--- config.mk ---
export PLATFORM = sky130hd
export DESIGN_NAME = hyperbus_burst_fifo
export DESIGN_NICKNAME = d
export VERILOG_FILES = /design/src/rtl/hyperbus_pkg.sv /design/src/rtl/hyperbus_sync_fifo.sv /design/src/rtl/hyperbus_burst_fifo.sv
export SDC_FILE = /design/constraint.sdc
export NUM_CORES = 1
export LEC_CHECK = 0
export BUFFER_PORTS_ARGS = -buffer_cell sky130_fd_sc_hd__buf_2
export CORE_UTILIZATION = 37
export CTS_CLUSTER_SIZE = 16
export DETAILED_ROUTE_END_ITERATION = 16
export GPL_TIMING_DRIVEN = 0
export SETUP_SLACK_MARGIN = 0.05
export SYNTH_ARGS = -nofsm -noshare
export SYNTH_HDL_FRONTEND = slang
export SYNTH_SLANG_ARGS = --single-unit
--- constraint.sdc ---
create_clock -name clk -period 6.2 [get_ports clk]
set_input_delay 1.24 -clock clk [delete_from_list [all_inputs] [get_ports clk]]
set_output_delay 1.24 -clock clk [all_outputs]
set_load 0.05 [all_outputs]
--- src/rtl/hyperbus_pkg.sv ---
// Shared constants and width helpers for the Hyperbus burst front-end.
package hyperbus_pkg;

    localparam logic [2:0] ST_IDLE  = 3'b001;
    localparam logic [2:0] ST_READ  = 3'b010;
    localparam logic [2:0] ST_WRITE = 3'b100;

    localparam logic CMD_READ  = 1'b0;
    localparam logic CMD_WRITE = 1'b1;

    function automatic int hb_clog2(input int value);
        int r;
        for (r = 0; (1 << r) < value; r++) begin
        end
        return r;
    endfunction

    function automatic int hb_ratio(input int fifo_w, input int hbus_w);
        return fifo_w / hbus_w;
    endfunction

    // Beat counter must hold (max burst words * ratio) - 1.
    function automatic int hb_cnt_width(input int ratio, input int burst_w);
        int w;
        w = hb_clog2(ratio * (1 << burst_w));
        return (w < 1) ? 1 : w;
    endfunction

endpackage

--- src/rtl/hyperbus_sync_fifo.sv ---
// Single-clock first-word-fall-through FIFO with occupancy count and a
// look-ahead read port showing the entry behind the head.
module hyperbus_sync_fifo #(
    parameter int DSIZE = 8,
    parameter int ASIZE = 4
) (
    input  logic             clk,
    input  logic             rst,
    input  logic             push,
    input  logic [DSIZE-1:0] wdata,
    input  logic             pop,
    output logic [DSIZE-1:0] rdata,
    output logic [DSIZE-1:0] rdata_next,
    output logic             full,
    output logic             empty,
    output logic [ASIZE:0]   count
);
    localparam int DEPTH = 1 << ASIZE;

    logic [DSIZE-1:0] mem [DEPTH];
    logic [ASIZE-1:0] wr_ptr;
    logic [ASIZE-1:0] rd_ptr;
    logic             do_push;
    logic             do_pop;

    assign empty      = (count == '0);
    assign full       = (count == (ASIZE+1)'(DEPTH));
    assign do_pop     = pop & ~empty;
    // A pop in the same cycle frees the slot, so a full FIFO may still accept.
    assign do_push    = push & (~full | do_pop);
    assign rdata      = mem[rd_ptr];
    assign rdata_next = mem[rd_ptr + ASIZE'(1)];

    always_ff @(posedge clk) begin
        if (do_push) begin
            mem[wr_ptr] <= wdata;
        end
    end

    always_ff @(posedge clk) begin
        if (rst) begin
            wr_ptr <= '0;
            rd_ptr <= '0;
            count  <= '0;
        end else begin
            if (do_push) begin
                wr_ptr <= wr_ptr + ASIZE'(1);
            end
            if (do_pop) begin
                rd_ptr <= rd_ptr + ASIZE'(1);
            end
            case ({do_push, do_pop})
                2'b10:   count <= count + (ASIZE+1)'(1);
                2'b01:   count <= count - (ASIZE+1)'(1);
                default: count <= count;
            endcase
        end
    end

endmodule

--- src/rtl/hyperbus_burst_fifo.sv ---
// Command/TX/RX queueing front-end that turns user words into Hyperbus
// bursts, serialising each word MSB-first into RATIO beats.
module hyperbus_burst_fifo
    import hyperbus_pkg::*;
#(
    parameter int FIFO_DATA_WIDTH = 32,
    parameter int HBUS_DATA_WIDTH = 16,
    parameter int HBUS_ADDR_WIDTH = 32,
    parameter int BURST_WIDTH     = 4,
    parameter int CMD_DEPTH_LOG2  = 2,
    parameter int DATA_DEPTH_LOG2 = 4
) (
    input  logic                       clk,
    input  logic                       rst,
    input  logic                       cmd_valid,
    output logic                       cmd_ready,
    input  logic                       cmd_write,
    input  logic [HBUS_ADDR_WIDTH-1:0] cmd_adr,
    input  logic [BURST_WIDTH-1:0]     cmd_len,
    input  logic                       tx_valid,
    output logic                       tx_ready,
    input  logic [FIFO_DATA_WIDTH-1:0] tx_dat,
    output logic                       rx_valid,
    input  logic                       rx_ready,
    output logic [FIFO_DATA_WIDTH-1:0] rx_dat,
    output logic [HBUS_ADDR_WIDTH-1:0] hbus_adr_o,
    input  logic [HBUS_DATA_WIDTH-1:0] hbus_dat_i,
    output logic [HBUS_DATA_WIDTH-1:0] hbus_dat_o,
    output logic                       hbus_rrq,
    output logic                       hbus_wrq,
    input  logic                       hbus_ready,
    input  logic                       hbus_valid,
    input  logic                       hbus_busy,
    output logic                       idle,
    output logic [2:0]                 dbg_state
);
    localparam int RATIO      = hb_ratio(FIFO_DATA_WIDTH, HBUS_DATA_WIDTH);
    localparam int CNT_W      = hb_cnt_width(RATIO, BURST_WIDTH);
    localparam int CMD_W      = 1 + BURST_WIDTH + HBUS_ADDR_WIDTH;
    localparam int DCW        = DATA_DEPTH_LOG2 + 1;
    localparam int DATA_DEPTH = 1 << DATA_DEPTH_LOG2;

    logic [2:0]                 state;
    logic [CNT_W-1:0]           beat_cnt;
    logic [FIFO_DATA_WIDTH-1:0] tx_sh;
    logic [FIFO_DATA_WIDTH-1:0] rx_sh;

    logic [CMD_W-1:0]           cmd_head, cmd_next;
    logic                       cmd_full, cmd_empty, cmd_pop;
    logic [CMD_DEPTH_LOG2:0]    cmd_count;
    logic [FIFO_DATA_WIDTH-1:0] tx_head, tx_next, rx_next, rx_wdata;
    logic                       tx_full, tx_empty, tx_pop;
    logic                       rx_full, rx_empty, rx_push;
    logic [DCW-1:0]             tx_count, rx_count, rx_free, need_words;

    logic                       head_write;
    logic [BURST_WIDTH-1:0]     head_len;
    logic [HBUS_ADDR_WIDTH-1:0] head_adr;
    logic                       start, word_last, final_beat, tx_beat, rx_beat;
    logic                       unused_sigs;

    // Every user channel transfers on valid & ready in the same cycle; valid
    // never waits on ready, and rx_dat is valid whenever rx_valid is high.
    assign cmd_ready = ~cmd_full;
    assign tx_ready  = ~tx_full;
    assign rx_valid  = ~rx_empty;
    assign idle      = (state == ST_IDLE) & cmd_empty;
    assign dbg_state = state;

    assign head_write = cmd_head[CMD_W-1];
    assign head_len   = cmd_head[HBUS_ADDR_WIDTH +: BURST_WIDTH];
    assign head_adr   = cmd_head[HBUS_ADDR_WIDTH-1:0];
    assign need_words = DCW'(head_len) + DCW'(1);
    assign rx_free    = DCW'(DATA_DEPTH) - rx_count;

    // Reserve the whole burst up front so neither underrun nor overflow can occur.
    assign start = (state == ST_IDLE) & ~cmd_empty & ~hbus_busy &
                   ((head_write == CMD_WRITE) ? (tx_count >= need_words)
                                              : (rx_free >= need_words));
    assign cmd_pop = start;

    assign word_last  = ((32'(beat_cnt) % RATIO) == 0);
    assign final_beat = (beat_cnt == '0);
    assign tx_beat    = (state == ST_WRITE) & hbus_ready;
    assign rx_beat    = (state == ST_READ) & hbus_valid;
    assign tx_pop     = tx_beat & word_last;
    assign rx_push    = rx_beat & word_last;
    assign rx_wdata   = FIFO_DATA_WIDTH'({rx_sh, hbus_dat_i});
    assign hbus_dat_o = (state == ST_WRITE) ? tx_sh[FIFO_DATA_WIDTH-1 -: HBUS_DATA_WIDTH] : '0;

    assign unused_sigs = ^{cmd_next, cmd_count, tx_empty, rx_full, rx_next};

    hyperbus_sync_fifo #(.DSIZE(CMD_W), .ASIZE(CMD_DEPTH_LOG2)) u_cmd_fifo (
        .clk(clk), .rst(rst),
        .push(cmd_valid & cmd_ready), .wdata({cmd_write, cmd_len, cmd_adr}),
        .pop(cmd_pop), .rdata(cmd_head), .rdata_next(cmd_next),
        .full(cmd_full), .empty(cmd_empty), .count(cmd_count)
    );

    hyperbus_sync_fifo #(.DSIZE(FIFO_DATA_WIDTH), .ASIZE(DATA_DEPTH_LOG2)) u_tx_fifo (
        .clk(clk), .rst(rst),
        .push(tx_valid & tx_ready), .wdata(tx_dat),
        .pop(tx_pop), .rdata(tx_head), .rdata_next(tx_next),
        .full(tx_full), .empty(tx_empty), .count(tx_count)
    );

    hyperbus_sync_fifo #(.DSIZE(FIFO_DATA_WIDTH), .ASIZE(DATA_DEPTH_LOG2)) u_rx_fifo (
        .clk(clk), .rst(rst),
        .push(rx_push), .wdata(rx_wdata),
        .pop(rx_valid & rx_ready), .rdata(rx_dat), .rdata_next(rx_next),
        .full(rx_full), .empty(rx_empty), .count(rx_count)
    );

    always_ff @(posedge clk) begin
        if (rst) begin
            state      <= ST_IDLE;
            hbus_rrq   <= 1'b0;
            hbus_wrq   <= 1'b0;
            hbus_adr_o <= '0;
            beat_cnt   <= '0;
            tx_sh      <= '0;
            rx_sh      <= '0;
        end else begin
            case (state)
                ST_IDLE: begin
                    if (start) begin
                        hbus_adr_o <= head_adr;
                        beat_cnt   <= CNT_W'((int'(head_len) + 1) * RATIO - 1);
                        if (head_write == CMD_WRITE) begin
                            tx_sh    <= tx_head;
                            hbus_wrq <= 1'b1;
                            state    <= ST_WRITE;
                        end else begin
                            hbus_rrq <= 1'b1;
                            state    <= ST_READ;
                        end
                    end
                end
                ST_WRITE: begin
                    if (hbus_ready) begin
                        beat_cnt <= beat_cnt - CNT_W'(1);
                        // The head is popped this cycle, so the look-ahead entry becomes the new word.
                        tx_sh <= word_last ? tx_next : (tx_sh << HBUS_DATA_WIDTH);
                        if (final_beat) begin
                            hbus_wrq <= 1'b0;
                            state    <= ST_IDLE;
                        end
                    end
                end
                ST_READ: begin
                    if (hbus_valid) begin
                        beat_cnt <= beat_cnt - CNT_W'(1);
                        rx_sh    <= rx_wdata;
                        if (final_beat) begin
                            hbus_rrq <= 1'b0;
                            state    <= ST_IDLE;
                        end
                    end
                end
                default: begin
                    state    <= ST_IDLE;
                    hbus_rrq <= 1'b0;
                    hbus_wrq <= 1'b0;
                end
            endcase
        end
    end

endmodule

==> results_dict.tcl <==
set metrics [dict create \
    ant_nets 0 \
    hpwlAfterDp_mm 98.1 \
    crit_end "rx_dat[27]" \
    syn_to_final_growth_pct 17.4 \
    cts_buffer_depth 3 \
    critPathRequiredTime_ns 4.96 \
    r2r_end "u_cmd_fifo.count[2]" \
    holdCritPathClass "reg -> reg" \
    swShare_pct 23.6 \
    maxCapViolCount 0 \
    synth_cell_types 52 \
    power.switching_w 0.00471 \
    p_leak_nw 20.2 \
    p_comb_share_pct 7.9 \
    avgRoutedWirePerCell_um 29.0 \
    tightest_slew_ns 1.30 \
    power_density_nw_per_um2 312 \
    setup_viol 0 \
    ys_ff_latch 1305 \
    arrival_ns 4.18 \
    rrSetupSlack_ns 1.44 \
    num_vias 29100 \
    slew_headroom_pct 13.5 \
    grt_max_degree 32 \
    track_usage_pct 20.1 \
    endpoint_kind "output pin" \
    hold_buffers 0 \
    grt_overflow 0 \
    clockRootBuffer "clkbuf_16" \
    fin_area_um2 63900 \
    io_pins 182 \
    die_h_um 385 \
    syn-instance-count 2709 \
    route.detailed.drc 0 \
    clock_insertion_delay_worst_skew_ns 0.79 \
    p_clk_share_pct 42.5 \
    nets 3232 \
    viasPerCell 5.65 \
    worstSetupPathType "reg -> out" \
    drt-initial-drc-count 3045 \
    status "complete, no violations" \
    grt_first_pass_wirelength_mm 211 \
    drive_gt1_share_pct 32.1 \
    ir_worst_vdd_mv 0.248 \
    fin_tns_setup_ns 0 \
    rows 140 \
    ys_seq_area_share_pct 69.6 \
    ctsResizeCount 0 \
    io_buffers 180 \
    p_int_w 0.0152 \
    clock_skew_ns 0.0365 \
    async_flop_share_pct 0 \
    hold_start "tx_sh[26]" \
    post-route-period-util_pct 87.4 \
    slew_viol_final 0 \
    crit_fanout 10 \
    worst-r2r-cell-count 16 \
    coreArea_um2 146000 \
    antenna_found_initial 28 \
    power_w 0.0199 \
    max_freq_mhz 185 \
    cts_inserted_buffers 142 \
    dieArea_um2 149000 \
    start_util_pct 37.3 \
    dr.pass1.iters 7 \
    htree_levels 4 \
    fp.dieW_um 385 \
    startpoint_type "register" \
    clkTransAtPathRegs_ns 0.06 \
    ys_warn_count 0 \
    postPlaceCellArea_um2 59100 \
    p_seq_share_pct 49.6 \
    period_needed_ns 5.42 \
    hold_violations 0 \
    synth_edf_count 1172 \
    post_cts_buffers 0 \
    rsz0062_at_grt "no" \
    gp_congestion 0.845 \
    synthFlopType "edfxtp_1" \
    dp_cells 4875 \
    syn_nets 2838 \
    avgSynthCellArea_um2 20.1 \
    grt_pass1_vias 29600 \
    syn_area_um2 54400 \
    cts_tree "yes" \
    routed_wl_mm 149 \
    fin_cells 5145 \
    clock-sinks 1305 \
]
power groups by stage:
stage / clock network [W] / registers [W] / logic, W
floorplan: 0 / 0.0102 / 0.000867
global placement: 0 / 0.0101 / 0.00152
detailed placement: 0 / 0.0101 / 0.00157
CTS: 0.00862 / 0.00988 / 0.00158
global route: 0.00893 / 0.00990 / 0.00170
finish: 0.00848 / 0.00988 / 0.00157
synthesized netlist by cell type (4+ instances only):
master       n  area (um2)
buf_1       29         109
a211oi_1    20         150
xor2_1      22         193
or3_1        6        37.5
nand4_1     37         231
mux4_2     501       11300
nor2b_1     34         213
o21ai_0      8        40.0
xnor2_1     12         105
and3_1       6        37.5
mux2i_1     33         330
a22oi_1     16         120
nor2_1     101         379
nand2b_1     8        50.1
dfxtp_1    133        2660
edfxtp_1  1172       35200
o32ai_1      4        35.0
ha_1        33         413
mux2_1      14         158
nor3_1      21         105
o31ai_1     33         248
buf_2       16        80.1
clkbuf_1   133         499
nand2_1    108         405
a311o_1     16         160
and2_1      18         113
nand3_1      6        30.0
inv_1       31         116
mux2_2       4        45.0
a21oi_1     94         470
a21o_1       5        37.5
worst max-delay path: stages, from the launching register on:
cell	delay, ns
dfxtp_1	0.33
clkbuf_1	0.72
buf_1	0.94
mux4_2	0.62
mux4_2	0.55
buf_2	0.24
sequential cells by signal, summed over array words and instances, names as in the netlist, named ones only:
signal / count
dbg_state: 3
u_tx_fifo.wr_ptr: 4
hbus_rrq: 1
hbus_adr_o: 32
u_rx_fifo.count: 5
u_cmd_fifo.wr_ptr: 2
tx_sh: 32
u_rx_fifo.mem: 512
hbus_wrq: 1
rx_sh: 16
u_cmd_fifo.mem: 148
u_tx_fifo.rd_ptr: 4
u_rx_fifo.wr_ptr: 4
beat_cnt: 5
u_rx_fifo.rd_ptr: 4
u_cmd_fifo.count: 3
u_cmd_fifo.rd_ptr: 2
u_tx_fifo.count: 5
u_tx_fifo.mem: 512
metrics by stage:
step | util (%) | hold WS [ns] | setup slack (ns)
floorplan | - | 0.433 | 1.03
global placement | 39.6 | 0.444 | -2.49
detailed placement | 40.6 | 0.451 | 1.34
CTS | 43.8 | 0.463 | 0.576
global route | 43.8 | 0.471 | 0.468
finish | 43.8 | 0.458 | 0.781
logic make-up (layout without fill, tap and decap cells):
logic type / Yosys count / after routing / synth area share [%]
XOR/XNOR: 34 / 34 / 0.547
buffers and inverters: 216 / 725 / 1.58
AO/OA/AOI/OAI: 205 / 205 / 2.49
flip-flops: 1305 / 1305 / 69.6
adder cells (fa/ha/maj): 39 / 39 / 0.929
multiplexers: 552 / 552 / 21.7
AND/OR/NAND/NOR: 358 / 358 / 3.14
other: 0 / 10 / 0
layout make-up:
class / instances / area [um2]
timing repair buffer: 250 / 2120
buffer: 184 / 741
tap: 1917 / 2400
antenna: 10 / 25.0
inverter: 32 / 120
clock buffer: 178 / 3800
fill: 12600 / 81900
multi-input combinational: 1188 / 15900
clock inverter: 81 / 870
sequential: 1305 / 37900
worst min path at each step:
stage / endpoint / slack (ns) / cells after the start
finish: tx_sh[26] / 0.46 / 2
global route: tx_sh[25] / 0.47 / 2
CTS: tx_sh[28] / 0.46 / 2
detailed placement: tx_sh[16] / 0.45 / 2
global placement: tx_sh[27] / 0.44 / 2
floorplan: tx_sh[16] / 0.43 / 2
routing by layer:
layer / track usage [%] / share of wire [%]
met1: 25.7 / 39
met2: 32.2 / 49
met3: 6.07 / 8.6
met4: 7.51 / 3.3
met5: 0 / 0.12
cell usage in the layout, fill, tap and decap left out, drive strengths merged, types with 21 or more instances in the layout:
cell type  count
o31ai         33
clkinv        47
dfxtp        133
inv           43
ha            33
clkbuf       313
edfxtp      1172
nor3          21
nor2         101
mux2i         33
nand4         37
buf          299
nand2        108
nor2b         34
a21oi         94
xor2          22
mux4         501
a211oi        21
Power figures use the tool's default switching activity.
